<file path="src/rtl/irq_vector_ctrl.sv">
// Vectored interrupt controller: synchronised edge-latched sources, enable mask,
// fixed priority and a return-PC/priority stack for nested preemption.
module irq_vector_ctrl #(
    parameter  int NUM_SRC    = 8,
    parameter  int PC_WIDTH   = 16,
    parameter  int VEC_STRIDE = 4,
    parameter  int NEST_DEPTH = 2,
    localparam int IW = (NUM_SRC > 1) ? $clog2(NUM_SRC) : 1,
    localparam int DW = $clog2(NEST_DEPTH + 1)
) (
    input  logic                clk,
    input  logic                rst,
    input  logic [NUM_SRC-1:0]  irq_n,
    input  logic                sw_req,
    input  logic [IW-1:0]       sw_idx,
    input  logic                eret_n,
    input  logic [PC_WIDTH-1:0] current_pc,
    input  logic                mask_we,
    input  logic [NUM_SRC-1:0]  mask_wdata,
    input  logic                ie_set,
    input  logic                ie_clr,
    output logic                int_take,
    output logic [PC_WIDTH-1:0] int_pc,
    output logic                ret_valid,
    output logic [PC_WIDTH-1:0] ret_pc,
    output logic [NUM_SRC-1:0]  pending,
    output logic [DW-1:0]       depth,
    output logic                err_underflow
);

    logic [NUM_SRC-1:0]  s1_q, s1_d;
    logic [NUM_SRC-1:0]  s2_q, s2_d;
    logic [NUM_SRC-1:0]  s3_q, s3_d;
    logic [NUM_SRC-1:0]  pending_q, pending_d;
    logic [NUM_SRC-1:0]  mask_q, mask_d;
    logic                ie_q, ie_d;
    logic [DW-1:0]       depth_q, depth_d;
    logic                err_q, err_d;
    logic                int_take_q, int_take_d;
    logic [PC_WIDTH-1:0] int_pc_q, int_pc_d;
    logic                ret_valid_q, ret_valid_d;
    logic [PC_WIDTH-1:0] ret_pc_q, ret_pc_d;
    logic [PC_WIDTH-1:0] pc_stk_q [NEST_DEPTH];
    logic [PC_WIDTH-1:0] pc_stk_d [NEST_DEPTH];
    logic [IW-1:0]       pri_stk_q [NEST_DEPTH];
    logic [IW-1:0]       pri_stk_d [NEST_DEPTH];

    logic [NUM_SRC-1:0]  fall;
    logic [NUM_SRC-1:0]  sw_set;
    logic [NUM_SRC-1:0]  req;
    logic                cand_vld;
    logic [IW-1:0]       cand_idx;
    logic [IW-1:0]       top_pri;
    logic                do_take;
    logic                do_ret;

    always_comb begin
        s1_d = irq_n;
        s2_d = s1_q;
        s3_d = s2_q;
        fall = ~s2_q & s3_q;

        sw_set = '0;
        if (sw_req && (int'(sw_idx) < NUM_SRC)) begin
            sw_set[sw_idx] = 1'b1;
        end

        req      = pending_q & mask_q;
        cand_vld = 1'b0;
        cand_idx = '0;
        // Walk downwards so the lowest requesting index is the one left standing
        for (int i = NUM_SRC - 1; i >= 0; i--) begin
            if (req[i]) begin
                cand_vld = 1'b1;
                cand_idx = IW'(i);
            end
        end

        top_pri = '0;
        for (int j = 0; j < NEST_DEPTH; j++) begin
            if (DW'(j + 1) == depth_q) begin
                top_pri = pri_stk_q[j];
            end
        end

        do_ret  = !eret_n && (depth_q != '0);
        // Any eret cycle blocks a take; the take is re-evaluated next cycle
        do_take = ie_q && cand_vld && eret_n
                  && (depth_q < DW'(NEST_DEPTH))
                  && ((depth_q == '0) || (cand_idx < top_pri));

        pc_stk_d  = pc_stk_q;
        pri_stk_d = pri_stk_q;
        pending_d = pending_q;
        depth_d   = depth_q;
        int_pc_d  = '0;
        ret_pc_d  = '0;

        if (do_take) begin
            for (int j = 0; j < NEST_DEPTH; j++) begin
                if (DW'(j) == depth_q) begin
                    pc_stk_d[j]  = current_pc;
                    pri_stk_d[j] = cand_idx;
                end
            end
            pending_d[cand_idx] = 1'b0;
            depth_d  = depth_q + DW'(1);
            int_pc_d = PC_WIDTH'(int'(cand_idx) * VEC_STRIDE);
        end

        if (do_ret) begin
            for (int j = 0; j < NEST_DEPTH; j++) begin
                if (DW'(j + 1) == depth_q) begin
                    ret_pc_d = pc_stk_q[j];
                end
            end
            depth_d = depth_q - DW'(1);
        end

        // New events on this edge survive a take of the same source
        pending_d = pending_d | fall | sw_set;

        mask_d = mask_we ? mask_wdata : mask_q;

        ie_d = ie_q;
        if (ie_clr) begin
            ie_d = 1'b0;
        end else if (ie_set) begin
            ie_d = 1'b1;
        end

        err_d       = err_q | (!eret_n && (depth_q == '0));
        int_take_d  = do_take;
        ret_valid_d = do_ret;
    end

    always_ff @(posedge clk or negedge rst) begin
        if (!rst) begin
            s1_q        <= '1;
            s2_q        <= '1;
            s3_q        <= '1;
            pending_q   <= '0;
            mask_q      <= '0;
            ie_q        <= 1'b0;
            depth_q     <= '0;
            err_q       <= 1'b0;
            int_take_q  <= 1'b0;
            int_pc_q    <= '0;
            ret_valid_q <= 1'b0;
            ret_pc_q    <= '0;
            for (int j = 0; j < NEST_DEPTH; j++) begin
                pc_stk_q[j]  <= '0;
                pri_stk_q[j] <= '0;
            end
        end else begin
            s1_q        <= s1_d;
            s2_q        <= s2_d;
            s3_q        <= s3_d;
            pending_q   <= pending_d;
            mask_q      <= mask_d;
            ie_q        <= ie_d;
            depth_q     <= depth_d;
            err_q       <= err_d;
            int_take_q  <= int_take_d;
            int_pc_q    <= int_pc_d;
            ret_valid_q <= ret_valid_d;
            ret_pc_q    <= ret_pc_d;
            for (int j = 0; j < NEST_DEPTH; j++) begin
                pc_stk_q[j]  <= pc_stk_d[j];
                pri_stk_q[j] <= pri_stk_d[j];
            end
        end
    end

    assign int_take      = int_take_q;
    assign int_pc        = int_pc_q;
    assign ret_valid     = ret_valid_q;
    assign ret_pc        = ret_pc_q;
    assign pending       = pending_q;
    assign depth         = depth_q;
    assign err_underflow = err_q;

endmodule
</file>
<file path="config.mk">
export PLATFORM = sky130hd
export DESIGN_NAME = irq_vector_ctrl
export DESIGN_NICKNAME = d
export VERILOG_FILES = /design/src/rtl/irq_vector_ctrl.sv
export SDC_FILE = /design/constraint.sdc
export NUM_CORES = 1
export LEC_CHECK = 0
export ABC_AREA = 1
export BUFFER_PORTS_ARGS = -buffer_cell sky130_fd_sc_hd__buf_2
export CORE_MARGIN = 5
export CORE_UTILIZATION = 54
export DETAILED_ROUTE_END_ITERATION = 10
export HOLD_SLACK_MARGIN = 0.1
export PLACE_DENSITY = 0.85
export SETUP_SLACK_MARGIN = 0.1
export SLEW_MARGIN = 15
export SYNTH_ARGS = -nofsm -noshare
export SYNTH_HDL_FRONTEND = slang
export SYNTH_SLANG_ARGS = --single-unit
</file>
<file path="constraint.sdc">
create_clock -name clk -period 3.4 [get_ports clk]
set_clock_uncertainty 0.15 [all_clocks]
set_input_delay 0.34 -clock clk [delete_from_list [all_inputs] [get_ports clk]]
set_output_delay 0.34 -clock clk [all_outputs]
set_load 0.005 [all_outputs]
</file>
==> metrics.txt <==
Final Non-Filler Cells=666; register area share after synthesis=roughly three fifths; detailed-route DRC error count=0; Setup crit start=pending[5]$_DFF_PN0_; Die Wd=99.18 µm; Die H=99.18 µm; Avg WL per Cell=13.98 µm; Antenna Violating Nets Remaining=0; hold wc startpoint=s1_q[3]$_DFF_PN1_; Synth area leaders=dfrtp_1 46%, nand2_1 15%, dfstp_2 15%, nand3_1 3.1%, a21oi_1 2.8%; synth warn=0; Final Power=3498 µW; total negative slack=0 ns; Yosys top cell area share=approximately 46%; fin util=67.92%; Clock Path Buffers=2; worst r2r src=pending[5]$_DFF_PN0_; vias in the first global route=around 3300; Ports=87; Critical Path End Type=flop; M2 GR Usage=32.44%; # port buffers=73; Final setup viols=0; Mapped Avg Cell Area=9.564 µm²; n_diodes=0; Peak VDD IR=339.2 µV; Reg clk slew, reported paths=0.10 ns; final hold vios=0; clock sink count=slightly above 100; drt pass-1 iters=4; synthesized area=4294 µm²; global route overflow=0; gp weighted congestion=between 0.8 and 0.9; layout cells sized above 1=25.53%; Hold Path Class=reg2reg; minimum clock period=2.945 ns; Max transition margin=49.76%; gr busiest metal=met2; synth-to-layout area growth=22.23%; placed cell count=614; GRT Overall Usage=19.84%; initial drt markers=approximately 220; CP startpoint kind=flop; Crit Path Class=reg2reg; Max FO, Critical Path=30; clock tree root buffer cell=clkbuf_8; Initial Utilization=55.57%; Final HPWL DP=between 6000 and 7000 µm; Synth Register Bits=103; CTS buffer count=9; max cap viols=0; period utilization=86.61%; cells after synthesis=about 450; Fmax achieved=339.6 MHz; Worst EP arrival=3.05 ns; status=finished clean; Least-Margin Pin Slew=~0.75 ns; Static Leak=0.002687 µW; fin. max-slew vios=0; M1 GR Usage=between 20% and 30%; H-tree depth=3; Net count, final=605; core area=7727 µm²; Power Dens Cells=666.5 nW/µm²; Distinct cells, synth=32; vias=3303; largest net degree at the start of global routing=87; M3 GR Usage=under 10%; unrepaired setup endpoints after global routing=no; latest clock arrival within the worst-skew pair=roughly 0.36 ns; antenna violations before repair=0; cell row count=32; vias per cell=4.959; Synth area leader=dfrtp_1; first-pass GRT wire length=around 16000 µm; CP required=3.50 ns; DRT Wirelength=9312 µm; DIE AREA=a little under 10000 µm²; CTS tree=built
## repair_timing
action	CTS	global route
buffers inserted	0	0
resized for setup	0	1
endpoints found under the hold margin	111	0
setup endpoints to repair	0	19
hold buffers	36	0
## cell families (layout without fill, tap and decap cells)
family                     Yosys count  in the layout  synth area share [%]
and+or+nand+nor                    234            234                 23.54
DFF                                103            103                 60.72
buffers and inverters               58            161                 7.022
AOI/OAI and AO/OA                   40             40                 5.158
muxes                                8              8                 2.098
adders and majority gates            4              4                 1.166
other                                1             13               0.08733
xor gates and xnor gates             1              1                0.2040
## power by group
group          leakage [µW]  internal [µW]  switching (µW)
clock network     0.0000926            308             395
registers           0.00125           1550             190
logic               0.00135            397             654
## cells in the mapped netlist
| library cell | count |
|---|---|
| nand2_1 | 169 |
| dfrtp_1 | 79 |
| nand3_1 | 27 |
| inv_1 | 26 |
| a21oi_1 | 24 |
| dfstp_2 | 24 |
| nor2_1 | 18 |
| buf_4 | 14 |
| nand3_2 | 10 |
| mux2_2 | 8 |
| o21ai_0 | 8 |
| clkbuf_1 | 7 |
| buf_2 | 6 |
| ha_1 | 4 |
| o21a_1 | 4 |
| nand4_1 | 3 |
| clkinv_1 | 2 |
| nand2_2 | 2 |
| a21boi_0 | 1 |
| a22o_1 | 1 |
| a22oi_1 | 1 |
| buf_12 | 1 |
| buf_6 | 1 |
| conb_1 | 1 |
| inv_2 | 1 |
| nand2_4 | 1 |
| nand3b_1 | 1 |
| nor2_2 | 1 |
| nor2_4 | 1 |
| o21bai_1 | 1 |
| or2_2 | 1 |
| xor2_1 | 1 |
## critical path, cell delays in order, from the launching register on
cell and delay, ns:
dfrtp_1 0.42, nand2_1 0.14, nand2_1 0.11, o21ai_0 0.46, inv_1 0.20, ha_1 0.33, a21boi_0 0.12, nand2_1 0.08
nand2_1 0.09, nand2_4 0.32, nand2_4 0.23, nand2_1 0.13, nand2_1 0.05
## through the flow
step	setup slack, ns	hold WS [ns]	area, µm²
floorplan	0.7645	-0.1056	4339
global placement	0.3938	0.1960	4695
detailed placement	0.2669	0.1968	4695
CTS	0.2477	0.2075	5240
global route	0.1764	0.2058	5249
finish	0.4552	0.2040	5249
## final cells by class
class | instances | area (µm²)
Fill cell | 567 | 2479
Clock inverter | 4 | 30.03
Tap cell | 102 | 127.6
Sequential cell | 103 | 2608
Inverter | 29 | 108.9
Multi-Input combinational cell | 300 | 1435
Clock buffer | 12 | 155.1
Timing Repair Buffer | 116 | 784.5
## final timing paths
check                           slack [ns]  depth (start not counted)                       end
worst max-delay path                  0.46                         12   pc_stk_q[7]$_DFFE_PN0P_
max in group asynchronous             1.85                          3  pc_stk_q[14]$_DFFE_PN0P_
worst min register to register        0.20                          0         s2_q[3]$_DFF_PN1_
worst min-delay path                  0.20                          0         s2_q[3]$_DFF_PN1_
min in group asynchronous             0.48                          2   err_underflow$_DFF_PN0_
worst max register to register        0.46                         12   pc_stk_q[7]$_DFFE_PN0P_
## per-layer routing
layer / share of wire, % / routed length (µm)
met3: 7.0 / 655
met5: 0 / 0
met4: 2.0 / 187
met2: 50 / 4673
met1: 41 / 3795
## flip-flops by register name (all words and copies together), names as in the netlist
name / cells
int_take: 1
ie_q: 1
pending: 8
s2_q: 8
int_pc: 3
pc_stk_q: 32
s3_q: 8
mask_q: 8
ret_valid: 1
s1_q: 8
err_underflow: 1
pri_stk_q: 6
ret_pc: 16
depth: 2
## layout by cell type (no fill, tap or decap), types with 2 or more instances in the layout
master | synthesis | routed
o21ai_0 | 8 | 8
a21oi_1 | 24 | 24
o21a_1 | 4 | 4
nand4_1 | 3 | 3
ha_1 | 4 | 4
nand3_1 | 27 | 27
nand3_2 | 10 | 10
dfstp_2 | 24 | 24
clkinv_4 | 0 | 2
clkbuf_8 | 0 | 11
buf_2 | 6 | 72
mux2_2 | 8 | 8
nand2_1 | 169 | 169
inv_1 | 26 | 26
nor2_1 | 18 | 18
nand2_4 | 1 | 2
conb_1 | 1 | 13
clkinv_1 | 2 | 2
dlygate4sd3_1 | 0 | 36
dfrtp_1 | 79 | 79
buf_4 | 14 | 7
No activity file was read; power rests on OpenSTA's default activity.
